## src/rtl/pc_redirect_ctrl.sv

```systemverilog
// PC redirect arbiter: branch/jump/load-use control for the PC, IF/ID and ID/EX registers.
// Optional PC_REDIRECT_STATS_EN adds saturating redirect/stall counters.
module pc_redirect_ctrl #(
    parameter int N = 32
) (
    input  logic         clk,
    input  logic         rst,
    input  logic         branch_taken,
    input  logic [N-1:0] branch_target,
    input  logic         jump_req,
    input  logic [N-1:0] jump_target,
    input  logic         load_use_hazard,
    input  logic         imem_ready,
    output logic         pc_enable,
    output logic         jump,
    output logic [N-1:0] jump_address,
    output logic         if_id_enable,
    output logic         if_id_flush,
    output logic         id_ex_flush
`ifdef PC_REDIRECT_STATS_EN
    ,
    output logic [31:0]  redirect_count,
    output logic [31:0]  hazard_stall_count,
    output logic [31:0]  mem_stall_count
`endif
);

    typedef enum logic {RUN = 1'b0, HOLD = 1'b1} state_t;

    state_t         state_q, state_d;
    logic           pend_valid_q, pend_valid_d;
    logic           pend_src_q, pend_src_d;
    logic [N-1:0]   pend_addr_q, pend_addr_d;

    logic           sel_valid;
    logic           sel_src;
    logic [N-1:0]   sel_addr;
    logic           hazard;
    logic           pc_en_raw;

    always_comb begin
        sel_valid = 1'b0;
        sel_src   = 1'b0;
        sel_addr  = '0;
        case (state_q)
            RUN: begin
                if (branch_taken) begin
                    sel_valid = 1'b1;
                    sel_src   = 1'b1;
                    sel_addr  = branch_target;
                end else if (jump_req) begin
                    sel_valid = 1'b1;
                    sel_src   = 1'b0;
                    sel_addr  = jump_target;
                end
            end
            HOLD: begin
                sel_valid = pend_valid_q;
                sel_src   = pend_src_q;
                sel_addr  = pend_addr_q;
                // An EX branch is older than a held ID jump, so it takes over.
                if (branch_taken && !pend_src_q) begin
                    sel_src  = 1'b1;
                    sel_addr = branch_target;
                end
            end
            default: ;
        endcase
    end

    assign hazard    = load_use_hazard && !sel_valid;
    assign pc_en_raw = imem_ready && !hazard;

    always_comb begin
        pc_enable    = 1'b0;
        jump         = 1'b0;
        jump_address = '0;
        if_id_enable = 1'b0;
        if_id_flush  = 1'b0;
        id_ex_flush  = 1'b0;
        if (!rst) begin
            pc_enable    = pc_en_raw;
            jump         = sel_valid;
            jump_address = sel_valid ? sel_addr : '0;
            if_id_enable = pc_en_raw;
            if_id_flush  = sel_valid && pc_en_raw;
            id_ex_flush  = (sel_valid && sel_src && pc_en_raw) || hazard;
        end
    end

    always_comb begin
        state_d      = state_q;
        pend_valid_d = pend_valid_q;
        pend_src_d   = pend_src_q;
        pend_addr_d  = pend_addr_q;
        case (state_q)
            RUN: begin
                if (sel_valid && !imem_ready) begin
                    state_d      = HOLD;
                    pend_valid_d = 1'b1;
                    pend_src_d   = sel_src;
                    pend_addr_d  = sel_addr;
                end
            end
            HOLD: begin
                if (imem_ready) begin
                    state_d      = RUN;
                    pend_valid_d = 1'b0;
                end else begin
                    pend_src_d  = sel_src;
                    pend_addr_d = sel_addr;
                end
            end
            default: state_d = RUN;
        endcase
    end

    always_ff @(posedge clk or posedge rst) begin
        if (rst) begin
            state_q      <= RUN;
            pend_valid_q <= 1'b0;
            pend_src_q   <= 1'b0;
            pend_addr_q  <= '0;
        end else begin
            state_q      <= state_d;
            pend_valid_q <= pend_valid_d;
            pend_src_q   <= pend_src_d;
            pend_addr_q  <= pend_addr_d;
        end
    end

`ifdef PC_REDIRECT_STATS_EN
    always_ff @(posedge clk or posedge rst) begin
        if (rst) begin
            redirect_count     <= '0;
            hazard_stall_count <= '0;
            mem_stall_count    <= '0;
        end else begin
            if (sel_valid && pc_en_raw && redirect_count != '1)
                redirect_count <= redirect_count + 32'd1;
            if (hazard && hazard_stall_count != '1)
                hazard_stall_count <= hazard_stall_count + 32'd1;
            if (!imem_ready && mem_stall_count != '1)
                mem_stall_count <= mem_stall_count + 32'd1;
        end
    end
`endif

endmodule

```

## config.mk

```make
export PLATFORM = sky130hd
export DESIGN_NAME = pc_redirect_ctrl
export DESIGN_NICKNAME = d
export VERILOG_FILES = /design/src/rtl/pc_redirect_ctrl.sv
export SDC_FILE = /design/constraint.sdc
export NUM_CORES = 1
export LEC_CHECK = 0
export ABC_CLOCK_PERIOD_IN_PS = 2500
export BUFFER_PORTS_ARGS = -buffer_cell sky130_fd_sc_hd__buf_2
export CAP_MARGIN = 20
export CORE_MARGIN = 3
export CORE_UTILIZATION = 50
export DETAILED_ROUTE_END_ITERATION = 7
export PLACE_DENSITY = 0.8
export SLEW_MARGIN = 10
export SYNTH_ARGS = -nofsm -noshare
export SYNTH_HDL_FRONTEND = slang
export SYNTH_SLANG_ARGS = --single-unit
```

## constraint.sdc

```tcl
create_clock -name clk -period 2.5 [get_ports clk]
set_clock_uncertainty 0.1 [all_clocks]
set_input_delay 0.125 -clock clk [delete_from_list [all_inputs] [get_ports clk]]
set_output_delay 0.125 -clock clk [all_outputs]
set_load 0.01 [all_outputs]
```

* Word level (Yosys, flattened, before mapping)
Cells that the tools add are included.
** Word-level totals
- Bits in registers :: 35
- Word-level logic and storage cells :: 50
- Output and inout port bits :: 37
- Bits of input ports :: 70
** Cells by class
- Reduce and logical (&&, ||, !) cells :: 14
- Bitwise gates (word level) :: 1
- Mux-type cells :: 28
- Equal/unequal tests :: 3
** Operator list (number)
- 2-to-1 mux 32 bit :: 7
- case mux 32 bit (2 select lines) :: 2
- 2-to-1 mux 1 bit :: 14
- case mux 1 bit (2 select lines) :: 5
- logical AND 1 bit :: 7
- inequality test 2 bit (second input constant) :: 3
- logical NOT 1 bit :: 4
- AND reduction 2 bit :: 2
- logical OR 1 bit :: 1
- NOT 1 bit :: 1

* Longest topological paths before layout
- Depth after elaboration :: 10
- Gate-level depth with buffers :: 7
- Mapped depth without buffers :: 3

* Worst setup path before layout
OpenSTA, ideal clock, no wires.
- Path type :: in2out
- From :: in rst
- To :: out jump_address[26]
- Data arrival time :: 1.753 ns
- Path buffers :: 1
- Required time :: 2.275 ns
- Slack :: 0.522 ns
- Cell stages on the path :: 4
- Cell sequence :: inv_1 nand3_2 buf_2 a311oi_1
** Between the ends
- Longest elaborated chain between the ends :: 1
** Ends and longest elaborated chain
- start: declaration :: line 7 : input logic rst,
- 2-to-1 mux 32 bit :: line 81 : if (!rst) begin
- end: declaration :: line 16 : output logic [N-1:0] jump_address,
Every way passes these cells.

* Final worst setup path
- From :: reg state_q
- To :: out jump_address[21]
** Between the ends
- Longest elaborated chain between the ends :: 4
- Elaborated cells between the ends (all ways) :: 5
- Classes of those cells :: 4 x mux; 1 x bitwise
** Ends and longest elaborated chain
- start: declaration :: line 30 : state_t state_q, state_d;
- start signal: assignment :: line 125 : state_q <= state_d;
- NOT 1 bit
- case mux 32 bit (2 select lines) or case mux 1 bit (2 select lines) (tied branches) :: line 45 : case (state_q)
- 2-to-1 mux 32 bit (*) :: line 84 : jump_address = sel_valid ? sel_addr : '0;
- 2-to-1 mux 32 bit (*) :: line 81
Mark *: on every way between the ends. The rest lies on a longest branch, timed or not.

==> flow_summary.rst <==
.. list-table::
   :header-rows: 1

   * - Metric
     - Value
   * - Area of the die
     - 6960 µm²
   * - Top cell type by total area after synthesis
     - dfrtp_1
   * - Pre-Repair DR Iteration Count
     - 4
   * - Final setup TNS
     - 0 ps
   * - Number of setup violations in the final report
     - 0
   * - Yosys top cell area share
     - 0.292
   * - Routed wire length per instance
     - 19.2 µm
   * - Worst setup slack after layout
     - 161 ps
   * - Area used by multi-input combinational logic
     - 1890 µm²
   * - Via count of the first global-routing pass
     - 3181
   * - First-pass GRT wire length
     - 15.1 mm
   * - Cells after Synth
     - 327
   * - Ratio of total power to cell area
     - 556 nW/µm²
   * - Maximum operating frequency
     - 428 MHz
   * - Core box area
     - 5640 µm²
   * - Largest fanout on the critical path
     - 33
   * - Slowest stage cell on the critical path
     - dfrtp_2
   * - Starting density of the core
     - 0.531
   * - Fraction of layout cells with a size suffix above 1
     - 0.367
   * - H-tree depth reported by CTS
     - 2
   * - Synthesized net count
     - 397
   * - Placer congestion estimate
     - 0.845
   * - Commonest cells in the synthesized netlist
     - 46 x a221oi_1, 35 x a21oi_1, 35 x dfrtp_1
   * - Proportion of synthesized chip area in sequential cells
     - 0.292
   * - Row count
     - 27
   * - Total power
     - 0.00203 W
   * - DR vias
     - 3271
   * - Max clock buf depth
     - 2
   * - Critical path class
     - register to output port
   * - Global-route total usage across every layer
     - 0.259
   * - Number of violations of the max-capacitance limit
     - 0
   * - Total CTS buffers
     - 5
   * - Initial DRC Count
     - 244
   * - Critical Path Sink Type
     - output port
   * - Maximum number of pins on one net before global-route repair
     - 34
   * - Leakage power
     - 1.54 nW
   * - Transition at the pin with the smallest max-transition slack
     - 938 ps
   * - Largest stage delay, worst path
     - 650 ps
   * - Pre-CTS worst setup slack
     - 421 ps
   * - Proportion of synthesized flip-flops having asynchronous set or reset
     - 1.00
   * - Antenna cell count
     - 0
   * - Number of synthesized flops with an enable pin
     - 0
   * - TritonCTS clock tree
     - done
   * - Critical path, cell by cell
     - buf_4 -> a21oi_1 -> a221oi_1 -> buf_2
   * - IO Pins
     - 107
   * - Final ANT Viol Nets
     - 0
   * - Number of vias per cell after detailed routing
     - 6.76
   * - Die H
     - 83.4 µm
   * - Number of clock sinks seen by CTS
     - 35
   * - Fin nets
     - 481
   * - Worst endpoint data arrival time
     - 2110 ps
   * - Number of slew-limit violations in the final report
     - 0
   * - Startpoint of the worst register-to-register path
     - state_q
   * - DRC viols
     - 0
   * - Most common cell in the synthesized netlist
     - a221oi_1
   * - Combined flip-flop and latch cell area
     - 878 µm²
   * - Most instantiated flip-flop cell in the synthesis netlist
     - dfrtp_1
   * - Kind of launch point of the worst setup path
     - register
   * - Run status
     - finished, final reports clean
   * - Setup repair after global routing missed its margin
     - no
   * - Clock transition at the register clock pins on the worst setup and hold paths after CTS
     - 70 ps
   * - Post-detail-place hpwl
     - 6.10 mm
   * - Min cycle time layout
     - 2340 ps
   * - Smallest hold slack
     - 62.7 ps
   * - Antenna violations before repair
     - 0
   * - Layout filler cell count
     - 484
   * - Synth Register Bits
     - 35
   * - Layout Utilization
     - 0.646
   * - Post-route clock period utilization
     - 0.935
   * - Clock latency reported for the late side of the worst-skew pair
     - 290 ps
   * - Max IR drop VDD
     - 0.355 mV
   * - Total number of yosys warnings
     - 0
   * - Hold_sp
     - branch_target[12]
   * - Timing startpoint of the critical path
     - state_q
   * - Remaining Overflow, GRT
     - 0
   * - Worst slew margin
     - 0.373
   * - Die width
     - 83.4 µm
   * - Final Hold Vio Count
     - 0
   * - Type of the most critical hold path
     - input port to register
   * - Port buffer count
     - 106
   * - Area overhead of the layout relative to synthesis
     - 21.5%
   * - Number of setup buffers added after CTS
     - 0
   * - Data required time of the critical path
     - 2280 ps
   * - Syn avg cell area
     - 9.17 µm²
   * - Root buffer cell
     - clkbuf_8
   * - Largest cells by area after synthesis
     - dfrtp_1 29%, a221oi_1 13%, mux2i_1 6.0%
   * - Count of unique library cells instantiated by Yosys
     - 33
   * - Final wirelength
     - 9.30 mm
   * - Post-synthesis instance area
     - 3000 µm²
worst max-delay path: cells and delay by family (launching register included):
family / cells / cell delay [ps]
flip-flops: 1 / 650
buffers and inverters: 2 / 640
AO/OA/AOI/OAI: 2 / 510
layer usage:
layer | wire, µm | vias to the layer above | GRT usage
met5 | 0 | - | 0
met2 | 4650 | 150 | 0.416
met1 | 3840 | 1609 | 0.343
met3 | 631 | 19 | 0.0496
li1 | - | 1493 | -
met4 | 171 | 0 | 0.102
layout make-up:
class / count / share of cell area
Tap cell: 72 / 0.0247
Clock inverter: 2 / 0.00962
Multi-Input combinational cell: 245 / 0.519
Timing Repair Buffer: 120 / 0.179
Clock buffer: 6 / 0.0227
Inverter: 4 / 0.00412
Sequential cell: 35 / 0.241
state kept, by name (all words and copies together), names as in the netlist:
| name | flops |
|---|---|
| pend_src_q | 1 |
| state_q | 1 |
| pend_valid_q | 1 |
| pend_addr_q | 32 |
what timing repair did:
item	in CTS	in global routing
hold endpoints to repair	35	0
hold buffers	1	0
setup endpoints to repair	0	1
gates resized for setup	0	1
logic make-up (layout without fill, tap and decap cells):
logic type / after synthesis / after routing / synth area share
compound gates: 151 / 151 / 0.401
buf+inv: 47 / 132 / 0.0818
flops: 35 / 35 / 0.292
mux: 18 / 18 / 0.0601
simple gates: 76 / 76 / 0.165
through the flow:
step,instance area (µm²),instances
detailed placement,3510,475
global placement,3510,475
global route,3640,484
floorplan,3000,327
finish,3640,484
CTS,3640,484
where the power goes:
group          internal, W  total [W]  switching [W]
Sequential        0.000675   0.000770      0.0000954
Clock             0.000323   0.000542       0.000219
Combinational     0.000338   0.000714       0.000376
worst paths after layout:
kind	to	slack (ps)	cells after the start
max	jump_address[21]	160	4
min	pend_addr_q[12]	60	3
max reg2reg	pend_addr_q[10]	350	4
min reg2reg	pend_addr_q[12]	430	1
max in group asynchronous	state_q	1620	4
min in group asynchronous	pend_addr_q[3]	350	4
cell usage in the layout (no fill, tap or decap):
cell type      instances
nor2b_1                1
buf_4                 12
bufinv_16              1
dfrtp_2                2
clkbuf_8               6
clkinv_2               1
nor2b_4                1
nand2_1               31
mux2i_1               18
nand3b_2               1
o21ai_0               17
buf_2                106
or4b_2                 4
o2bb2ai_1             18
nor2_1                 2
nand3b_1              18
inv_1                  4
a211oi_4               1
or3_1                  1
nand2b_1               1
and2b_1                1
buf_12                 1
a311oi_1              14
or4_1                  1
a2bb2oi_1              8
a221oi_1              46
a21oi_1               35
a2bb2oi_2             10
or4b_1                10
dfrtp_1               33
dlygate4sd3_1          1
nand3_2                1
nand2b_4               1
nor3_4                 1
nor2_4                 1
a22o_1                 1
o21ba_2                1
(Power assumes the default switching activity.)
